### src/rtl/uart_pkg.sv
// Shared UART definitions: FSM state encoding, line idle level and the
// bit-period computation that the transmitter and the future receiver use.
package uart_pkg;

   // Transmit FSM states. PARITY is only reached in UART_TX_PARITY_EN builds.
   typedef enum logic [2:0] {
      ST_IDLE   = 3'd0,
      ST_FETCH  = 3'd1,
      ST_LOAD   = 3'd2,
      ST_START  = 3'd3,
      ST_DATA   = 3'd4,
      ST_PARITY = 3'd5,
      ST_STOP   = 3'd6
   } uart_state_t;

   // Level of an idle (marking) line; also the stop-bit level.
   localparam logic LINE_IDLE = 1'b1;

   // Clock cycles per bit, truncating division. Result must be at least 2.
   function automatic int unsigned calc_clks_per_bit(input int unsigned clk_freq,
                                                     input int unsigned baud);
      return clk_freq / baud;
   endfunction

endpackage

### src/rtl/uart_baud_gen.sv
// Bit-period generator: counts 0..CLKS_PER_BIT-1 and flags the last cycle
// of every bit period. Holding clear keeps the count at zero, so the first
// period after clear drops is a full CLKS_PER_BIT cycles long.
import uart_pkg::*;

module uart_baud_gen #(
   parameter int unsigned CLKS_PER_BIT = 434
) (
   input  logic clk,
   input  logic rst_n,
   input  logic clear,
   output logic bit_tick
);

   localparam int unsigned CNT_W = (CLKS_PER_BIT > 1) ? $clog2(CLKS_PER_BIT) : 1;
   localparam logic [CNT_W-1:0] CNT_MAX = CNT_W'(CLKS_PER_BIT - 1);

   logic [CNT_W-1:0] cnt;

   // Bit-period counter; wraps to zero at each bit boundary.
   always_ff @(posedge clk or negedge rst_n) begin
      if (!rst_n) begin
         cnt <= '0;
      end else if (clear || (cnt == CNT_MAX)) begin
         cnt <= '0;
      end else begin
         cnt <= cnt + 1'b1;
      end
   end

   assign bit_tick = !clear && (cnt == CNT_MAX);

endmodule

### src/rtl/uart_tx.sv
// UART transmitter. Pops one byte from the upstream FIFO per frame (read data
// arrives one cycle after the pop strobe) and shifts it out LSB first as
// start, DATA_WIDTH data bits, optional even parity, STOP_BITS stop bits.
// Optional feature: define UART_TX_PARITY_EN to insert an even parity bit.
import uart_pkg::*;

module uart_tx #(
   parameter int unsigned CLK_FREQ   = 50_000_000,
   parameter int unsigned BAUD       = 115200,
   parameter int unsigned DATA_WIDTH = 8,
   parameter int unsigned STOP_BITS  = 1
) (
   input  logic                  clk,
   input  logic                  rst_n,
   input  logic                  fifo_empty,
   input  logic [DATA_WIDTH-1:0] fifo_rd_data,
   output logic                  fifo_rd_en,
   output logic                  tx,
   output logic                  busy,
   output logic                  tx_done
);

   localparam int unsigned CLKS_PER_BIT = calc_clks_per_bit(CLK_FREQ, BAUD);

   localparam int unsigned   IDX_W     = (DATA_WIDTH > 1) ? $clog2(DATA_WIDTH) : 1;
   localparam logic [IDX_W-1:0] IDX_LAST = IDX_W'(DATA_WIDTH - 1);
   localparam logic          STOP_LAST = (STOP_BITS == 2) ? 1'b1 : 1'b0;

   uart_state_t           state;
   logic [DATA_WIDTH-1:0] shreg;
   logic [DATA_WIDTH-1:0] shreg_shift;
   logic [IDX_W-1:0]      bit_idx;
   logic                  stop_idx;
   logic                  bit_tick;
   logic                  baud_clear;
`ifdef UART_TX_PARITY_EN
   logic                  parity_bit;
`endif

   // Outside the serial states the bit timer is held at zero so START
   // always begins a full bit period.
   assign baud_clear = (state == ST_IDLE) || (state == ST_FETCH) || (state == ST_LOAD);

   uart_baud_gen #(
      .CLKS_PER_BIT(CLKS_PER_BIT)
   ) u_baud_gen (
      .clk     (clk),
      .rst_n   (rst_n),
      .clear   (baud_clear),
      .bit_tick(bit_tick)
   );

   // Next data bit lines up at bit 0 after shifting.
   always_comb begin
      shreg_shift = shreg >> 1;
   end

   // Frame sequencer: state, shift register, bit/stop counters and tx line.
   always_ff @(posedge clk or negedge rst_n) begin
      if (!rst_n) begin
         state      <= ST_IDLE;
         tx         <= LINE_IDLE;
         tx_done    <= 1'b0;
         shreg      <= '0;
         bit_idx    <= '0;
         stop_idx   <= 1'b0;
`ifdef UART_TX_PARITY_EN
         parity_bit <= 1'b0;
`endif
      end else begin
         tx_done <= 1'b0;
         case (state)
            ST_IDLE: begin
               if (!fifo_empty) begin
                  state <= ST_FETCH;
               end
            end
            ST_FETCH: begin
               state <= ST_LOAD;
            end
            ST_LOAD: begin
               shreg      <= fifo_rd_data;
`ifdef UART_TX_PARITY_EN
               parity_bit <= ^fifo_rd_data;
`endif
               tx         <= 1'b0;
               state      <= ST_START;
            end
            ST_START: begin
               if (bit_tick) begin
                  tx      <= shreg[0];
                  bit_idx <= '0;
                  state   <= ST_DATA;
               end
            end
            ST_DATA: begin
               if (bit_tick) begin
                  if (bit_idx == IDX_LAST) begin
`ifdef UART_TX_PARITY_EN
                     tx       <= parity_bit;
                     state    <= ST_PARITY;
`else
                     tx       <= LINE_IDLE;
                     stop_idx <= 1'b0;
                     state    <= ST_STOP;
`endif
                  end else begin
                     bit_idx <= bit_idx + 1'b1;
                     shreg   <= shreg_shift;
                     tx      <= shreg_shift[0];
                  end
               end
            end
`ifdef UART_TX_PARITY_EN
            ST_PARITY: begin
               if (bit_tick) begin
                  tx       <= LINE_IDLE;
                  stop_idx <= 1'b0;
                  state    <= ST_STOP;
               end
            end
`endif
            ST_STOP: begin
               if (bit_tick) begin
                  if (stop_idx == STOP_LAST) begin
                     tx_done <= 1'b1;
                     state   <= ST_IDLE;
                  end else begin
                     stop_idx <= stop_idx + 1'b1;
                  end
               end
            end
            default: begin
               tx    <= LINE_IDLE;
               state <= ST_IDLE;
            end
         endcase
      end
   end

   // Pop strobe and busy flag decode straight from the state register.
   assign fifo_rd_en = (state == ST_FETCH);
   assign busy       = (state != ST_IDLE);

endmodule

### config.mk
export PLATFORM = sky130hd
export DESIGN_NAME = uart_tx
export DESIGN_NICKNAME = d
export VERILOG_FILES = /design/src/rtl/uart_pkg.sv /design/src/rtl/uart_baud_gen.sv /design/src/rtl/uart_tx.sv
export SDC_FILE = /design/constraint.sdc
export NUM_CORES = 1
export LEC_CHECK = 0
export ABC_CLOCK_PERIOD_IN_PS = 4600
export CORE_ASPECT_RATIO = 0.9
export CORE_UTILIZATION = 50
export CTS_CLUSTER_SIZE = 28
export DETAILED_ROUTE_END_ITERATION = 10
export PLACE_DENSITY = 0.79
export SYNTH_ARGS = -nofsm -noshare
export SYNTH_HDL_FRONTEND = slang
export SYNTH_SLANG_ARGS = --single-unit
export TNS_END_PERCENT = 30
### constraint.sdc
create_clock -name clk -period 4.6 [get_ports clk]
set_input_delay 0.46 -clock clk [delete_from_list [all_inputs] [get_ports clk]]
set_output_delay 0.46 -clock clk [all_outputs]
set_load 0.02 [all_outputs]
==> flow_summary_export.csv, run 1 <==
group,metric,value,unit
run_status,status,"complete, no violations",
cts,cts-buffers-inserted,3,
global_routing,grt_overflow,0,
setup_path,crit_fanout,10,
power_and_ir_drop,combPwrFrac,6.1,%
timing,post-route-period-util,48.4,%
synthesis,syn_inst,117,
detailed_routing,wl_per_cell,14.3,microns
finish,fin_nets,146,
floorplan,dieArea,2860,sq um
cts,ctsHoldBuffers,0,
cts,cts-resized-gates,0,
timing,period_minus_slack,2230,ps
power_and_ir_drop,ir_drop,0.170,mV
timing,worstMarginPinSlew,1090,ps
placed_design,port_buffers,14,
global_routing,grt_first_pass_wirelength,3790,microns
floorplan,num_rows,17,
power_and_ir_drop,power_frac_clock,28.0,%
timing,fmax,0.449,GHz
finish,n_antenna_cell,0,
detailed_routing,wirelength,2250,microns
cts,cts_setup_buffers,0,
power_and_ir_drop,pwr-share-seq,65.9,%
timing,finalHoldViolCount,0,
finish,syn_to_final_growth,12.6,%
synthesis,ys_ff_latch,25,
detailed_routing,viasPerCell,5.50,
detailed_routing,num_vias,869,
floorplan,coreArea,2490,sq um
power_and_ir_drop,switching_share,20.6,%
power_and_ir_drop,p_int,271,uW
timing,tns,0,ps
global_routing,grt_usage,17.4,%
cts,cts_tree,"done",
placed_design,place.gp.congestion,0.800,
timing,rsz0062_at_grt,"false",
timing,slew_headroom,27.3,%
detailed_routing,drtIter0Drc,14,
setup_path,crit_type,"flip-flop to output pin",
floorplan,io_pins,15,
cts,worstSkewPairLatency,320,ps
power_and_ir_drop,total_power,342,uW
synthesis,netlist_area,1320,sq um
timing,setup_violations,0,
synthesis,syn_nets,132,
timing,slew_violations,0,
cts,clk_path_buf_depth,2,
global_routing,grt_max_degree,26,
placed_design,hpwl,1690,microns
power_and_ir_drop,leakage,0.000682,uW
synthesis,seq_area_frac_synth,47.4,%
detailed_routing,final_antenna_net_count,0,
power_and_ir_drop,p_per_area,229,nW/um^2
global_routing,antenna_found_initial,0,
floorplan,die_h,50.8,microns
synthesis,yosysUniqueCellTypes,37,
timing,fin_worst_skew,7.79,ps
setup_path,end_kind,"output pin",
cts,clock-sinks,25,
hold_path,hp-class,"flip-flop to flip-flop",
setup_path,start_kind,"flip-flop",
finish,drive_gt1_share,16.9,%
global_routing,grt_pass1_vias,825,
synthesis,syn_avg_cell_area,11.3,sq um
cts,cts_max_level,1,
floorplan,fp.dieW,56.2,microns
detailed_routing,firstDrtPassIters,4,
floorplan,start_util,53.2,%
detailed_routing,drc,0,
setup_path,crit_required,4140,ps
cts,clock-root-buffer,"clkbuf_4",
cts,path_clk_slew,130,ps
power_and_ir_drop,power_switching,70.5,uW
setup_path,cp.arrival,1770,ps
synthesis,yosysWarnings,0,
run,max_cap_viol_count,0,
## critical path, stage by stage, from the launching register on
cell and delay, ps:
dfrtp_1 520, inv_1 140, nor3_1 160, clkdlybuf4s50_1 630
## power groups by stage
stage          Clock (uW)  Combinational (uW)  Sequential (uW)
2_1_floorplan           0                7.93              229
3_3_place_gp            0                20.9              229
3_5_place_dp            0                21.3              229
4_1_cts              96.6                21.4              225
5_1_grt               105                22.7              226
6_report             95.8                20.8              225
## layout by cell type (no fill, tap or decap), types with 2 or more instances in the layout
master,n
a21o_1,2
a21oi_1,4
a22o_1,3
clkbuf_4,3
clkdlybuf4s50_1,14
dfrtp_1,24
ha_1,4
inv_1,4
mux2_2,8
mux2_4,7
nand2_1,4
nand2b_1,2
nand3_1,3
nor2_1,16
nor2b_1,2
nor3_1,4
xnor2_1,6
## per-layer routing
layer	up-vias	wire length, microns	share of wire (%)	track usage [%]
met3	2	91	4.0	5.57
met5	-	0	0	0
met1	426	1020	45	22.8
li1	430	-	-	-
met2	11	1130	50	29.2
met4	0	13	0.58	2.85
## sequential cells by signal, summed over array words and instances, names as in the netlist
name and flops:
bit_idx 3, u_baud_gen.cnt 9, state 3, tx 1
shreg 8, tx_done 1
## synthesized netlist by cell type
| cell type | n | area share (%) |
|---|---|---|
| nor2_4 | 1 | 0.85 |
| inv_1 | 4 | 1.1 |
| nand2_1 | 4 | 1.1 |
| nand4_1 | 1 | 0.47 |
| or2_2 | 1 | 0.47 |
| a21oi_4 | 1 | 1.2 |
| ha_1 | 4 | 3.8 |
| a311oi_1 | 1 | 0.66 |
| nor2b_1 | 2 | 0.95 |
| and2_1 | 1 | 0.47 |
| o21ai_1 | 1 | 0.38 |
| a21o_1 | 2 | 1.1 |
| nor3_1 | 4 | 1.5 |
| buf_2 | 1 | 0.38 |
| nand3_1 | 3 | 1.1 |
| maj3_1 | 1 | 0.76 |
| nor4b_1 | 1 | 0.66 |
| or3_1 | 1 | 0.47 |
| a22o_1 | 3 | 2.0 |
| mux2_4 | 7 | 7.9 |
| mux2_2 | 8 | 6.8 |
| xnor2_1 | 6 | 4.0 |
| nand2b_1 | 2 | 0.95 |
| o221ai_1 | 1 | 0.66 |
| xor2_1 | 1 | 0.66 |
| and3_1 | 1 | 0.47 |
| buf_6 | 2 | 1.7 |
| o21ai_0 | 1 | 0.38 |
| and4b_1 | 1 | 0.76 |
| or3b_1 | 1 | 0.66 |
| dfrtp_1 | 24 | 45 |
| clkbuf_1 | 2 | 0.57 |
| o211ai_1 | 1 | 0.57 |
| dfstp_2 | 1 | 2.0 |
| nor2_1 | 16 | 4.5 |
| a21oi_1 | 4 | 1.5 |
| and4bb_1 | 1 | 0.95 |
## final timing paths
| check | cells after the start | to | slack [ps] | startpoint |
|---|---|---|---|---|
| setup / recovery | 3 | fifo_rd_en | 2370 | state[0] |
| hold / removal | 1 | bit_idx[1] | 520 | bit_idx[1] |
| setup reg to reg | 3 | shreg[6] | 2670 | state[2] |
| hold reg to reg | 1 | bit_idx[1] | 520 | bit_idx[1] |
| max in group asynchronous | 1 | bit_idx[1] | 3230 | rst_n |
| min in group asynchronous | 1 | tx_done | 710 | rst_n |
## area by class of cell
cell class	instances	area (sq um)
fill	221	998
inverter	4	15.0
timing repair buffer	14	140
sequential	25	627
tap	28	35.0
clock buffer	4	26.3
multi-input combinational	83	647
## through the flow
stage               worst slack (ps)  area (sq um)  std cells  utilization (%)  hold slack [ps]
floorplan                       2830          1320        117                -              164
global route                    2210          1490        158             59.9              547
CTS                             2370          1490        158             59.9              526
detailed placement              2690          1460        154             58.8              484
finish                          2370          1490        158             59.9              522
global placement                2700          1460        154             58.8              483
## logic make-up after synthesis
logic type,synth area share (%)
AND/OR/NAND/NOR,16.4
XOR/XNOR,4.63
AO/OA/AOI/OAI,8.51
flip-flops,47.4
multiplexers,14.7
adder cells (fa/ha/maj),4.54
buffers and inverters,3.78
(Power assumes the default switching activity.)
==> inputs of run 2 (changes only) <==
--- a/config.mk
+++ b/config.mk
@@ -5,7 +5,7 @@
 export SDC_FILE = /design/constraint.sdc
 export NUM_CORES = 1
 export LEC_CHECK = 0
-export ABC_CLOCK_PERIOD_IN_PS = 4600
+export ABC_CLOCK_PERIOD_IN_PS = 2250
 export CORE_ASPECT_RATIO = 0.9
 export CORE_UTILIZATION = 50
 export CTS_CLUSTER_SIZE = 28
==> constraint.sdc (replaced) <==
create_clock -name clk -period 2.25 [get_ports clk]
set_input_delay 0.225 -clock clk [delete_from_list [all_inputs] [get_ports clk]]
set_output_delay 0.225 -clock clk [all_outputs]
set_load 0.02 [all_outputs]
==> run 2 against run 1 <==
Effect of this change: design area up 1.6%; core utilization up 0.96 points; first-iteration DRC count up 43%; global-route usage up 1.2 points; highest routed layer unchanged; via count up 4.0%; clock power up 100%; worst setup slack worse by 2100 ps; flip-flop and latch count unchanged; worst hold slack worse by 270 ps; non-clock buffer count up 3; sequential power up 100%; total power up 110%.
==> flow_summary_export.csv, run 2 (synthesized netlist as in run 1, its figures left out) <==
group,metric,value,unit
floorplan,num_rows,17,
setup_path,reg2reg_depth,4,
detailed_routing,wl_per_cell,14.4,microns
cts,worstSkewPairLatency,320,ps
setup_path,r2r-start,"state[1]",
timing,finalHoldViolCount,0,
floorplan,coreArea,2490,sq um
global_routing,grt_pass1_vias,860,
power_and_ir_drop,p_per_area,463,nW/um^2
setup_path,end_kind,"output pin",
finish,n_antenna_cell,0,
floorplan,fp.dieW,56.2,microns
timing,rsz0062_at_grt,"false",
finish,largest_registers,"u_baud_gen.cnt: 9 flops, shreg: 8 flops",
timing,slew_violations,0,
global_routing,grt_max_degree,26,
setup_path,crit_type,"flip-flop to output pin",
global_routing,grt_first_pass_wirelength,4060,microns
finish,final_common_cell,"dfrtp_1",
global_routing,grt_usage,18.6,%
cts,cts_tree,"done",
cts,cts-resized-gates,0,
finish,syn_to_final_growth,14.4,%
detailed_routing,drc,0,
setup_path,worstReg2RegEnd,"shreg[2]",
setup_path,crit_fanout,10,
setup_path,crit_required,2030,ps
cts,cts-buffers-inserted,3,
hold_path,hp-class,"input port to async pin",
setup_path,cp.arrival,1780,ps
floorplan,start_util,53.2,%
placed_design,hpwl,1670,microns
cts,cts_setup_buffers,0,
cts,cts_max_level,1,
cts,ctsHoldBuffers,0,
setup_path,start_kind,"flip-flop",
finish,largest_reg_flops,9,
detailed_routing,num_vias,904,
detailed_routing,wirelength,2310,microns
timing,period_minus_slack,2010,ps
finish,largest_register,"u_baud_gen.cnt",
placed_design,port_buffers,14,
run,max_cap_viol_count,0,
placed_design,pre_cts_slack,292,ps
timing,worstMarginPinSlew,545,ps
power_and_ir_drop,leakage,0.000699,uW
finish,final_cell_mix,"24 x dfrtp_1, 16 x nor2_1, 14 x clkdlybuf4s50_1, 8 x mux2_2, 7 x mux2_4",
global_routing,antenna_found_initial,0,
timing,setup_violations,0,
power_and_ir_drop,ir_drop,0.437,mV
cts,path_clk_slew,130,ps
floorplan,dieArea,2860,sq um
run_status,status,"complete, no violations",
timing,fmax,0.498,GHz
floorplan,io_pins,15,
cts,clock-sinks,25,
setup_path,r2r_setup_slack,310,ps
timing,slew_headroom,63.6,%
timing,fin_worst_skew,5.85,ps
detailed_routing,firstDrtPassIters,4,
timing,setup_ws,242,ps
detailed_routing,viasPerCell,5.61,
detailed_routing,final_antenna_net_count,0,
detailed_routing,drtIter0Drc,20,
timing,post-route-period-util,89.2,%
cts,clock-root-buffer,"clkbuf_4",
finish,fin_nets,149,
placed_design,place.gp.congestion,0.776,
cts,clk_path_buf_depth,2,
timing,tns,0,ps
finish,drive_gt1_share,19.5,%
global_routing,grt_overflow,0,
floorplan,die_h,50.8,microns
[run 2: cell types whose count changed in the layout (fill, tap and decap cells not counted), sizes merged]
cell    change
buf         +3
clkbuf      -1
clkinv      +1
[run 2: area by class of cell]
class,count,area [sq um]
fill,216,975
multi-input combinational,83,647
sequential,25,627
timing repair buffer,17,163
tap,28,35.0
clock buffer,3,22.5
inverter,4,15.0
clock inverter,1,5.00
[run 2: per-layer routing]
| metal | GRT usage, % | up-vias | wire length [microns] |
|---|---|---|---|
| met1 | 26.2 | 448 | 1100 |
| met2 | 29.2 | 13 | 1130 |
| met3 | 2.28 | 5 | 38 |
| li1 | - | 438 | - |
| met4 | 8.54 | 0 | 43 |
| met5 | 0 | - | 0 |
[run 2: where the power goes]
group          total (uW)  switching (uW)  leakage [uW]  internal, uW
Clock                 196             130     0.0000177          66.5
Sequential            461            4.33      0.000293           457
Combinational        44.2            14.3      0.000388          30.0
Total                 701             148      0.000699           553
[run 2: critical path, cell delays in order (launching register included)]
cell and delay (ps):
dfrtp_1 400, buf_4 160, or3_1 370, clkdlybuf4s50_1 540
[run 2: worst max path at each step]
stage,startpoint,endpoint,slack (ps)
after CTS,state[2],busy,230
after global routing,state[0],fifo_rd_en,160
after floorplan,u_baud_gen.cnt[0],shreg[0],480
after global placement,state[1],shreg[1],390
after detailed placement,state[1],shreg[2],290
final,state[2],busy,240
[run 2: through the flow]
step	total power (uW)	instances	util (%)	hold slack [ps]	cell area, sq um
6_report	701	161	60.8	249	1510
5_1_grt	729	161	60.8	265	1510
4_1_cts	712	161	60.8	249	1510
3_5_place_dp	515	157	59.7	481	1490
3_3_place_gp	513	157	59.7	482	1490
2_1_floorplan	484	117	-	-70.6	1320
